**src/rtl/gpio_out_pkg.sv**
```systemverilog
// Shared definitions for gpio_out_port: register word map, response FSM state
// type and the byte-strobe to bit-mask helper.
package gpio_out_pkg;

  localparam logic [2:0] GPIO_DATA     = 3'd0;
  localparam logic [2:0] GPIO_SET      = 3'd1;
  localparam logic [2:0] GPIO_CLR      = 3'd2;
  localparam logic [2:0] GPIO_TOG      = 3'd3;
  localparam logic [2:0] GPIO_WDT_LOAD = 3'd4;
  localparam logic [2:0] GPIO_STATUS   = 3'd5;

  typedef enum logic {
    ST_IDLE = 1'b0,
    ST_RESP = 1'b1
  } gpio_state_e;

  function automatic logic [31:0] strb_to_mask(input logic [3:0] strb);
    logic [31:0] mask;
    mask = 32'h0000_0000;
    for (int b = 0; b < 4; b++) begin
      mask[b*8 +: 8] = strb[b] ? 8'hFF : 8'h00;
    end
    return mask;
  endfunction

endpackage

```
**src/rtl/gpio_out_wdt.sv**
```systemverilog
// Refresh watchdog for gpio_out_port: 32-bit down-counter that pulses expire on
// the cycle its count would fall from 1 to 0.
module gpio_out_wdt
  import gpio_out_pkg::*;
(
  input  logic        clk,
  input  logic        rst,
  input  logic        reload,
  input  logic [31:0] load_value,
  output logic        expire
);

  logic [31:0] count;

  // Reload has priority over the decrement; the count rests at zero after expiry.
  always_ff @(posedge clk) begin
    if (rst) begin
      count <= 32'd0;
    end else if (reload) begin
      count <= load_value;
    end else if (count != 32'd0) begin
      count <= count - 32'd1;
    end else begin
      count <= count;
    end
  end

  assign expire = (count == 32'd1) && !reload && (load_value != 32'd0);

endmodule

```
**src/rtl/gpio_out_port.sv**
```systemverilog
// Memory-mapped 32-bit GPIO output register with set/clear/toggle aliases and a
// valid/ready request/response channel. Watchdog built when GPIO_OUT_WATCHDOG_EN is defined.
module gpio_out_port
  import gpio_out_pkg::*;
#(
  parameter logic [31:0] SAFE_VALUE = 32'h0000_0000
) (
  input  logic        clk,
  input  logic        rst,
  input  logic        req_valid,
  output logic        req_ready,
  input  logic        req_we,
  input  logic [4:0]  req_addr,
  input  logic [31:0] req_wdata,
  input  logic [3:0]  req_wstrb,
  output logic        rsp_valid,
  input  logic        rsp_ready,
  output logic [31:0] rsp_rdata,
  output logic        rsp_err,
  output logic [31:0] data_out,
  output logic        wdt_tripped
);

  gpio_state_e state;
  logic [31:0] data_reg;
  logic [31:0] data_next;
  logic [31:0] rdata_now;
  logic [31:0] mask;
  logic [31:0] wmask;
  logic [31:0] wdt_load;
  logic [2:0]  idx;
  logic        accept;
  logic        wr;
  logic        refresh;
  logic        err_now;
  logic        expire;
  logic        tripped;
  logic        unused_addr_bits;

  assign unused_addr_bits = ^req_addr[1:0];
  assign idx       = req_addr[4:2];
  assign accept    = (state == ST_IDLE) && req_valid;
  assign wr        = accept && req_we;
  assign mask      = strb_to_mask(req_wstrb);
  assign wmask     = req_wdata & mask;
  assign refresh   = wr && (idx <= GPIO_TOG);
  assign err_now   = (idx > GPIO_STATUS);
  assign req_ready = (state == ST_IDLE);
  assign rsp_valid = (state == ST_RESP);
  assign data_out  = data_reg;

  // Next DATA value for the four aliases that modify it.
  always_comb begin
    data_next = data_reg;
    if (wr) begin
      case (idx)
        GPIO_DATA: data_next = (data_reg & ~mask) | wmask;
        GPIO_SET:  data_next = data_reg | wmask;
        GPIO_CLR:  data_next = data_reg & ~wmask;
        GPIO_TOG:  data_next = data_reg ^ wmask;
        default:   data_next = data_reg;
      endcase
    end else begin
      data_next = data_reg;
    end
  end

  // Read mux over pre-write register values; aliases and unmapped words read 0.
  always_comb begin
    rdata_now = 32'h0000_0000;
    case (idx)
      GPIO_DATA:     rdata_now = data_reg;
      GPIO_WDT_LOAD: rdata_now = wdt_load;
      GPIO_STATUS:   rdata_now = {31'h0000_0000, tripped};
      default:       rdata_now = 32'h0000_0000;
    endcase
  end

  // DATA register: a refresh write beats a simultaneous watchdog expiry.
  always_ff @(posedge clk) begin
    if (rst) begin
      data_reg <= SAFE_VALUE;
    end else if (refresh) begin
      data_reg <= data_next;
    end else if (expire) begin
      data_reg <= SAFE_VALUE;
    end else begin
      data_reg <= data_reg;
    end
  end

  // Request/response FSM with response fields captured at acceptance.
  always_ff @(posedge clk) begin
    if (rst) begin
      state     <= ST_IDLE;
      rsp_rdata <= 32'h0000_0000;
      rsp_err   <= 1'b0;
    end else begin
      case (state)
        ST_IDLE: begin
          if (req_valid) begin
            state     <= ST_RESP;
            rsp_rdata <= req_we ? 32'h0000_0000 : rdata_now;
            rsp_err   <= err_now;
          end else begin
            state <= ST_IDLE;
          end
        end
        ST_RESP: begin
          if (rsp_ready) begin
            state <= ST_IDLE;
          end else begin
            state <= ST_RESP;
          end
        end
        default: state <= ST_IDLE;
      endcase
    end
  end

`ifdef GPIO_OUT_WATCHDOG_EN
  logic [31:0] load_reg;
  logic [31:0] load_next;
  logic        trip_reg;
  logic        wdt_reload;

  assign load_next  = (wr && (idx == GPIO_WDT_LOAD)) ? ((load_reg & ~mask) | wmask) : load_reg;
  assign wdt_reload = refresh || (wr && (idx == GPIO_WDT_LOAD));

  // WDT_LOAD register and trip flag; only a DATA-class write clears the flag.
  always_ff @(posedge clk) begin
    if (rst) begin
      load_reg <= 32'h0000_0000;
      trip_reg <= 1'b0;
    end else begin
      load_reg <= load_next;
      if (refresh) begin
        trip_reg <= 1'b0;
      end else if (expire) begin
        trip_reg <= 1'b1;
      end else begin
        trip_reg <= trip_reg;
      end
    end
  end

  gpio_out_wdt u_wdt (
    .clk        (clk),
    .rst        (rst),
    .reload     (wdt_reload),
    .load_value (load_next),
    .expire     (expire)
  );

  assign wdt_load = load_reg;
  assign tripped  = trip_reg;
`else
  assign wdt_load = 32'h0000_0000;
  assign tripped  = 1'b0;
  assign expire   = 1'b0;
`endif

  assign wdt_tripped = tripped;

endmodule

```
**config.mk**
```make
export PLATFORM = sky130hd
export DESIGN_NAME = gpio_out_port
export DESIGN_NICKNAME = d
export VERILOG_FILES = /design/src/rtl/gpio_out_pkg.sv /design/src/rtl/gpio_out_wdt.sv /design/src/rtl/gpio_out_port.sv
export SDC_FILE = /design/constraint.sdc
export NUM_CORES = 1
export LEC_CHECK = 0
export ABC_AREA = 1
export CORE_UTILIZATION = 50
export DETAILED_ROUTE_END_ITERATION = 10
export GPL_ROUTABILITY_DRIVEN = 0
export HOLD_SLACK_MARGIN = 0.08
export PLACE_DENSITY_LB_ADDON = 0.05
export SETUP_SLACK_MARGIN = 0.02
export SYNTH_ARGS = -nofsm -noshare
export SYNTH_HDL_FRONTEND = slang
export SYNTH_SLANG_ARGS = --single-unit
```
**constraint.sdc**
```tcl
create_clock -name clk -period 2.5 [get_ports clk]
set_input_delay 0.5 -clock clk [delete_from_list [all_inputs] [get_ports clk]]
set_output_delay 0.5 -clock clk [all_outputs]
set_load 0.01 [all_outputs]
```
==> flow_metrics.env, run 1 <==
export IMPL_grt_remaining_overflow=0
export IMPL_max_stage_delay_ns=0.60
export IMPL_first_iter_violations=318
export IMPL_detail_route_antenna_nets=0
export IMPL_dieArea_um2=9249
export IMPL_clock_latency_ns=0.35
export IMPL_slew_viol_final=0
export IMPL_final_nets=892
export IMPL_synthesis_area_um2=4434
export IMPL_vias_per_cell=5.548
export IMPL_slowest_stage="clkdlybuf4s50_1"
export IMPL_finalCritPeriodShare=0.7735
export IMPL_place_area_um2=5664
export IMPL_setup_tns_ns=0
export IMPL_ys_warn_count=0
export IMPL_p_leak_uw=0.002682
export IMPL_dpl_hpwl_mm=8.867
export IMPL_cp_arrival_ns=1.43
export IMPL_ys_seq_area_frac=0.2980
export IMPL_cp_top_family="buffers and inverters"
export IMPL_path_depth=1
export IMPL_drc=0
export IMPL_synth_distinct_cells=18
export IMPL_r2r_start="rsp_valid"
export IMPL_p_seq_frac=0.427
export IMPL_io_buffers=110
export IMPL_status="finished clean"
export IMPL_cts_tree="done"
export IMPL_fmax_mhz=517.1
export IMPL_clkTransAtPathRegs_ns=0.07
export IMPL_grt_antenna_before_repair=0
export IMPL_syn2layout_area_growth_pct=32.05
export IMPL_clockBufferDepth=2
export IMPL_tightest_slew_ns=0.6052
export IMPL_fin_area_um2=5856
export IMPL_cts_resized=0
export IMPL_root_buffer="clkbuf_8"
export IMPL_diodes=0
export IMPL_p_sw_frac=0.3037
export IMPL_initial_utilization=0.5290
export IMPL_start_kind="register"
export IMPL_routed_wl_mm=13.90
export IMPL_syn_nets=800
export IMPL_reg2reg_to="data_out[7]"
export IMPL_hp_class="register to register"
export IMPL_numClockSinks=66
export IMPL_rsz0062_at_grt="no"
export IMPL_cts_setup_buffers=0
export IMPL_slew_headroom=0.5960
export IMPL_core_area_um2=8382
export IMPL_timing_critical_path_to="data_out[7]"
export IMPL_detail_route_wl_per_cell_um=15.07
export IMPL_cp_required_ns=2.00
export IMPL_critPathLaunch="data_out[7]"
export IMPL_firstDrtPassIters=6
export IMPL_crit_type="register to output pin"
export IMPL_clock_skew_ns=0.007968
export IMPL_ys_seq_elements=66
export IMPL_fillers=744
export IMPL_maxCapViolations=0
export IMPL_r2r_setup_slack_ns=0.89
export IMPL_p_switching_uw=833.3
export IMPL_ff2ff_path_depth=7
export IMPL_grt_pass1_wl_mm=22.31
export IMPL_fin_crit_ns=1.934
export IMPL_path_max_fanout=6
export IMPL_die_h_um=96.17
export IMPL_num_rows=33
export IMPL_crit_path_end_kind="output pin"
export IMPL_combPwrFrac=0.234
export IMPL_postSynthAreaPerCell_um2=6.142
export IMPL_hold_violations=0
export IMPL_cts_made_buffers=9
export IMPL_vdd_ir_drop_max_uv=245.0
export IMPL_htree_levels=3
export IMPL_first_global_vias=4720
export IMPL_drive_above_1_share=0.05875
export IMPL_num_vias=5115
export IMPL_ios=114
export IMPL_critPathBufInv=1
export IMPL_grt_max_degree=66
export IMPL_cts_hold_buffers=0
export IMPL_power_density_nw_per_um2=468.5
export IMPL_clkPwrFrac=0.339
export IMPL_grt_use_total=0.3126
export IMPL_die_width_um=96.17
export IMPL_syn_inst=722
export IMPL_p_int_uw=1910
export IMPL_setup_viol=0
export IMPL_path_cells="clkdlybuf4s50_1"
-- cells by family (layout without fill, tap and decap cells) --
logic type,count (synthesis),in the layout,synth area share
other,1,1,0.0008457
flip-flops,66,66,0.2980
adder cells (fa/ha/maj),32,32,0.09029
AO/OA/AOI/OAI,130,130,0.1473
AND/OR/NAND/NOR,364,364,0.3471
buffers and inverters,129,224,0.1165
-- worst min path at each step --
stage / startpoint / cells after the start / slack [ns] / to
floorplan: rsp_err / 2 / 0.48 / rsp_err
global placement: rsp_err / 2 / 0.46 / rsp_err
detailed placement: rsp_err / 2 / 0.46 / rsp_err
CTS: rsp_err / 2 / 0.47 / rsp_err
global route: rsp_err / 2 / 0.50 / rsp_err
finish: rsp_err / 2 / 0.47 / rsp_err
-- synth_stat cells --
| cell type | count | area [um^2] |
|---|---|---|
| nand2_1 | 165 | 619.3 |
| nand3_1 | 129 | 645.6 |
| inv_1 | 71 | 266.5 |
| nor2_1 | 67 | 251.5 |
| dfxtp_1 | 66 | 1321 |
| a21oi_1 | 65 | 325.3 |
| o21ai_0 | 60 | 300.3 |
| ha_1 | 32 | 400.4 |
| clkbuf_1 | 31 | 116.4 |
| buf_2 | 23 | 115.1 |
| o21ai_1 | 4 | 20.02 |
| buf_1 | 2 | 7.510 |
| nor2_2 | 2 | 12.51 |
| buf_4 | 1 | 7.510 |
| conb_1 | 1 | 3.750 |
| inv_2 | 1 | 3.750 |
| nor3_2 | 1 | 10.01 |
| o21a_1 | 1 | 7.510 |
-- power groups by stage --
| stage | sequential [uW] | clock (uW) | combinational (uW) |
|---|---|---|---|
| final | 1170 | 930 | 641 |
| after global routing | 1180 | 995 | 710 |
| after detailed placement | 1190 | 0 | 636 |
| after floorplan | 1210 | 0 | 306 |
| after CTS | 1170 | 944 | 640 |
| after global placement | 1190 | 0 | 615 |
-- registers in the layout (all words and copies together), names as in the netlist --
signal,flops
data_out,32
rsp_err,1
rsp_valid,1
rsp_rdata,32
-- cell type report --
cell class	count	area [um^2]	area share
clock buffers	11	151.4	0.02585
clock inverters	3	40.04	0.006838
inverters	72	270.3	0.04615
multi-input cells	527	2605	0.4449
flip-flops and latches	66	1321	0.2256
well taps	105	131.4	0.02244
repair buffers	138	1336	0.2282
-- through the flow --
step                power (uW)  utilization  worst slack [ns]  std cells  hold WS, ns
finish                    2743       0.6986            0.5662        922       0.4716
global route              2885       0.6986            0.4981        922       0.4974
CTS                       2755       0.6986            0.5774        922       0.4736
detailed placement        1831       0.6758            0.2661        908       0.4628
global placement          1806       0.6758            0.3089        908       0.4566
floorplan                 1519            -            0.8876        722       0.4814
-- routing by layer --
| layer | track usage | up-vias | part of all wire |
|---|---|---|---|
| met5 | 0 | - | 0 |
| met4 | 0.1182 | 0 | 0.017 |
| met3 | 0.05450 | 26 | 0.074 |
| met2 | 0.5491 | 204 | 0.50 |
| met1 | 0.3774 | 2367 | 0.41 |
| li1 | - | 2518 | - |
-- layout by cell type (no fill, tap or decap) --
master | synthesis | final
o21a_1 | 1 | 1
inv_2 | 1 | 2
clkinv_2 | 0 | 2
conb_1 | 1 | 1
o21ai_1 | 4 | 4
o21ai_0 | 60 | 60
nand3_1 | 129 | 129
nor2_2 | 2 | 3
clkbuf_8 | 0 | 11
buf_4 | 1 | 26
dfxtp_1 | 66 | 66
buf_12 | 0 | 2
a21oi_1 | 65 | 65
inv_1 | 71 | 69
nor3_4 | 0 | 1
bufinv_16 | 0 | 1
clkinv_1 | 0 | 1
clkdlybuf4s50_1 | 0 | 110
nand2_1 | 165 | 165
nor2_1 | 67 | 66
ha_1 | 32 | 32
Power figures use the tool's default switching activity.
==> run 2, diff against run 1 <==
==> constraint.sdc (replaced) <==
create_clock -name clk -period 1.83 [get_ports clk]
set_input_delay 0.366 -clock clk [delete_from_list [all_inputs] [get_ports clk]]
set_output_delay 0.366 -clock clk [all_outputs]
set_load 0.01 [all_outputs]
==> run 2 against run 1 <==
Against the previous run:
- clock skew grew 0.0012 ns
- critical endpoint is now data_out[24]
- global-route usage grew 0.53 points
- die area is the same
- clock-buffer cell count is the same
==> flow_metrics.env, run 2 (synthesis gave the netlist of run 1 again) <==
export IMPL_slowest_stage="clkdlybuf4s50_1"
export IMPL_p_switching_uw=1176
export IMPL_p_int_uw=2727
export IMPL_grt_pass1_wl_mm=22.77
export IMPL_combPwrFrac=0.239
export IMPL_fin_crit_ns=1.766
export IMPL_grt_max_degree=66
export IMPL_slew_viol_final=0
export IMPL_drive_above_1_share=0.08333
export IMPL_path_max_fanout=6
export IMPL_num_vias=5309
export IMPL_numClockSinks=66
export IMPL_seq_area_um2=1323
export IMPL_hold_violations=0
export IMPL_detail_route_wl_per_cell_um=15.05
export IMPL_path_depth=1
export IMPL_ios=114
export IMPL_fin_area_um2=6071
export IMPL_root_buffer="clkbuf_8"
export IMPL_die_width_um=96.17
export IMPL_fin_ws_ns=0.06417
export IMPL_cp_arrival_ns=1.40
export IMPL_place_area_um2=5859
export IMPL_fillers=716
export IMPL_hold_depth=2
export IMPL_p_leak_uw=0.002812
export IMPL_cp_required_ns=1.46
export IMPL_multi_input_area_um2=2605
export IMPL_first_iter_violations=321
export IMPL_p_sw_frac=0.3014
export IMPL_final_nets=913
export IMPL_max_stage_delay_ns=0.58
export IMPL_min_from="rsp_err"
export IMPL_detail_route_antenna_nets=0
export IMPL_fmax_mhz=566.3
export IMPL_vdd_ir_drop_max_uv=389.5
export IMPL_dpl_hpwl_mm=9.388
export IMPL_crit_type="register to output pin"
export IMPL_routed_wl_mm=14.22
export IMPL_hp_class="register to register"
export IMPL_syn2layout_area_growth_pct=36.91
export IMPL_tightest_slew_ns=0.6166
export IMPL_first_global_vias=4939
export IMPL_power_density_nw_per_um2=642.9
export IMPL_cts_tree="done"
export IMPL_core_area_um2=8382
export IMPL_grt_use_total=0.3179
export IMPL_drc=0
export IMPL_setup_viol=0
export IMPL_crit_path_end_kind="output pin"
export IMPL_num_rows=33
export IMPL_critPathBufInv=1
export IMPL_status="finished clean"
export IMPL_io_buffers=110
export IMPL_clkTransAtPathRegs_ns=0.08
export IMPL_cts_made_buffers=9
export IMPL_cts_setup_buffers=0
export IMPL_slew_headroom=0.5883
export IMPL_diodes=0
export IMPL_initial_utilization=0.5290
export IMPL_path_cells="clkdlybuf4s50_1"
export IMPL_firstDrtPassIters=5
export IMPL_cp_top_family="buffers and inverters"
export IMPL_finalCritPeriodShare=0.9649
export IMPL_pre_cts_slack_ns=-0.1791
export IMPL_htree_levels=3
export IMPL_rsz0062_at_grt="no"
export IMPL_grt_remaining_overflow=0
export IMPL_ff2ff_path_depth=7
export IMPL_start_kind="register"
export IMPL_maxCapViolations=0
export IMPL_grt_antenna_before_repair=0
export IMPL_clkPwrFrac=0.353
export IMPL_r2r_start="rsp_valid"
export IMPL_clockBufferDepth=2
export IMPL_layout_commonest_cell="nand2_1"
export IMPL_vias_per_cell=5.618
export IMPL_most_common_layout_cells="nand2_1, nand3_1, clkdlybuf4s50_1"
export IMPL_die_h_um=96.17
export IMPL_critPathLaunch="data_out[24]"
export IMPL_clock_latency_ns=0.36
export IMPL_dieArea_um2=9249
export IMPL_clock_skew_ns=0.009162
export IMPL_p_seq_frac=0.408
run 2: cell types whose count changed in the layout (fill, tap and decap cells not counted):
cell	previous run	this run
dfxtp_2	0	1
buf_4	26	44
bufinv_16	1	2
clkbuf_8	11	9
buf_12	2	5
clkinv_4	0	1
dfxtp_1	66	65
clkbuf_1	0	2
run 2: what timing repair did:
| action | 4_1_cts | 5_1_grt |
|---|---|---|
| resized for setup | 0 | 1 |
| endpoints found under the setup margin | 0 | 1 |
| hold buffers | 0 | 0 |
run 2: layout make-up:
cell class                 count  area share
inverter                      72     0.04452
sequential                    66      0.2178
tap                          105     0.02164
clock buffer                  11     0.02164
clock inverter                 5     0.01298
timing repair buffer         159      0.2523
multi-input combinational    527      0.4291
run 2: per-stage QoR:
step	total power [uW]	setup TNS, ns	utilization	hold WS (ns)	cells
final	3903	0	0.7243	0.4840	945
after global routing	4074	0	0.7243	0.5112	945
after CTS	3886	0	0.7241	0.4752	945
after detailed placement	2543	-4.873	0.6991	0.4663	929
after global placement	2511	-3.419	0.6991	0.4565	929
after floorplan	2075	0	-	0.4351	722
run 2: path summary, 6_finish.rpt:
path / endpoint / slack (ns)
min: rsp_err / 0.48
min reg2reg: rsp_err / 0.48
max: data_out[24] / 0.06
max reg2reg: data_out[2] / 0.31
run 2: routing by layer:
layer	GRT usage	vias up	part of all wire
li1	-	2568	-
met1	0.3852	2443	0.41
met2	0.5467	269	0.48
met3	0.05292	29	0.087
met4	0.1455	0	0.021
met5	0	-	0
run 2: power groups by stage:
| stage | Sequential, uW | Combinational [uW] | Clock, uW |
|---|---|---|---|
| finish | 1590 | 931 | 1380 |
| global route | 1600 | 1030 | 1440 |
| CTS | 1590 | 926 | 1370 |
| detailed placement | 1620 | 921 | 0 |
| global placement | 1620 | 893 | 0 |
| floorplan | 1660 | 418 | 0 |
==> run 3, diff against run 2 <==
--- a/config.mk
+++ b/config.mk
@@ -7,11 +7,13 @@
 export LEC_CHECK = 0
 export ABC_AREA = 1
 export CORE_UTILIZATION = 50
+export CTS_BUF_LIST = sky130_fd_sc_hd__clkbuf_2 sky130_fd_sc_hd__clkbuf_4 sky130_fd_sc_hd__clkbuf_8
 export DETAILED_ROUTE_END_ITERATION = 10
 export GPL_ROUTABILITY_DRIVEN = 0
 export HOLD_SLACK_MARGIN = 0.08
 export PLACE_DENSITY_LB_ADDON = 0.05
 export SETUP_SLACK_MARGIN = 0.02
+export SLEW_MARGIN = 20
 export SYNTH_ARGS = -nofsm -noshare
 export SYNTH_HDL_FRONTEND = slang
 export SYNTH_SLANG_ARGS = --single-unit
==> run 3 against run 2 <==
Against the previous run:
- clock skew about the same
- first-iteration DRC count down 3.4%
- global-route usage down 0.13 points
- maximum frequency grew 0.63%
- clock-buffer cell count is the same
- design area rose by 0.12%
- cell count stayed put
==> flow_metrics.env, run 3 (synthesis gave the netlist of run 1 again) <==
export IMPL_status="finished clean"
export IMPL_start_kind="register"
export IMPL_fin_hold_ws_ns=0.4900
export IMPL_fmax_mhz=569.9
export IMPL_pre_cts_slack_ns=-0.1791
export IMPL_place_area_um2=5859
export IMPL_io_buffers=110
export IMPL_detail_route_wl_per_cell_um=15.06
export IMPL_vdd_ir_drop_max_uv=392.0
export IMPL_vias_per_cell=5.602
export IMPL_num_vias=5294
export IMPL_ios=114
export IMPL_clockBufferDepth=2
export IMPL_p_leak_uw=0.002818
export IMPL_clkTransAtPathRegs_ns=0.08
export IMPL_most_common_layout_cells="nand2_1, nand3_1, clkdlybuf4s50_1"
export IMPL_final_nets=913
export IMPL_root_buffer="clkbuf_8"
export IMPL_grt_max_degree=66
export IMPL_tightest_slew_ns=0.6187
export IMPL_critPathBufInv=1
export IMPL_slew_headroom=0.5870
export IMPL_htree_levels=3
export IMPL_grt_antenna_before_repair=0
export IMPL_drive_above_1_share=0.08571
export IMPL_slew_viol_final=0
export IMPL_cts_hold_buffers=0
export IMPL_crit_type="register to output pin"
export IMPL_num_rows=33
export IMPL_dieArea_um2=9249
export IMPL_firstDrtPassIters=5
export IMPL_drc=0
export IMPL_hp_class="register to register"
export IMPL_max_stage_delay_ns=0.58
export IMPL_first_global_vias=4913
export IMPL_fin_crit_ns=1.755
export IMPL_finalCritPeriodShare=0.9589
export IMPL_maxCapViolations=0
export IMPL_clock_skew_ns=0.009067
export IMPL_hold_violations=0
export IMPL_grt_remaining_overflow=0
export IMPL_crit_path_end_kind="output pin"
export IMPL_cp_top_family="buffers and inverters"
export IMPL_cp_arrival_ns=1.39
export IMPL_syn2layout_area_growth_pct=37.08
export IMPL_grt_use_total=0.3166
export IMPL_clock_latency_ns=0.35
export IMPL_first_iter_violations=310
export IMPL_numClockSinks=66
export IMPL_diodes=0
export IMPL_setup_tns_ns=0
export IMPL_die_width_um=96.17
export IMPL_slowest_stage="clkdlybuf4s50_1"
export IMPL_detail_route_antenna_nets=0
export IMPL_cts_tree="done"
export IMPL_core_area_um2=8382
export IMPL_fin_ws_ns=0.07516
export IMPL_power_density_nw_per_um2=646.3
export IMPL_fin_area_um2=6078
export IMPL_dpl_hpwl_mm=9.388
export IMPL_initial_utilization=0.5290
export IMPL_cts_made_buffers=9
export IMPL_routed_wl_mm=14.23
export IMPL_layout_commonest_cell="nand2_1"
export IMPL_rsz0062_at_grt="no"
export IMPL_cp_required_ns=1.46
export IMPL_path_max_fanout=6
export IMPL_grt_pass1_wl_mm=22.68
export IMPL_die_h_um=96.17
export IMPL_path_cells="clkdlybuf4s50_1"
export IMPL_setup_viol=0
export IMPL_power_uw=3928
run 3: timing repair:
action | CTS | global route
setup endpoints to repair | 0 | 1
setup buffers | 0 | 0
resized for setup | 0 | 1
run 3: worst paths after layout:
| check | cells after the start | slack, ns | end | start |
|---|---|---|---|---|
| setup / recovery | 1 | 0.08 | data_out[24] | data_out[24] |
| hold / removal | 2 | 0.49 | rsp_err | rsp_err |
| setup reg to reg | 7 | 0.31 | data_out[19] | rsp_valid |
| hold reg to reg | 2 | 0.49 | rsp_err | rsp_err |
run 3: per-layer routing:
metal | vias to the layer above | share of wire | wire length [um] | track usage
li1 | 2568 | - | - | -
met1 | 2446 | 0.42 | 5912 | 0.3833
met2 | 249 | 0.48 | 6867 | 0.5420
met3 | 31 | 0.082 | 1165 | 0.06003
met4 | 0 | 0.020 | 286 | 0.1393
met5 | - | 0 | 0 | 0
run 3: final cells by class:
cell class	instances	area [um^2]
Tap cell	105	131.4
Inverter	72	270.3
Multi-Input combinational cell	527	2605
Clock buffer	11	138.9
Timing Repair Buffer	159	1531
Clock inverter	5	78.83
Sequential cell	66	1323
Fill cell	713	2303
run 3: where the power goes:
group          switching, uW  total, uW  leakage [uW]  internal [uW]
logic                    493        932       0.00216            439
clock network            608       1400      0.000114            797
registers               71.3       1590      0.000542           1520
total                   1170       3930       0.00282           2760
run 3: metrics by stage:
step | util | instances
2_1_floorplan | - | 722
3_3_place_gp | 0.6991 | 929
3_5_place_dp | 0.6991 | 929
4_1_cts | 0.7250 | 945
5_1_grt | 0.7252 | 945
6_report | 0.7252 | 945
run 3: worst reg2reg max path, stage by stage (launching register included):
cell,delay (ns)
dfxtp_1,0.31
inv_1,0.09
nand2_1,0.08
inv_2,0.08
nand2_1,0.09
inv_2,0.47
o21ai_0,0.20
a21oi_1,0.14
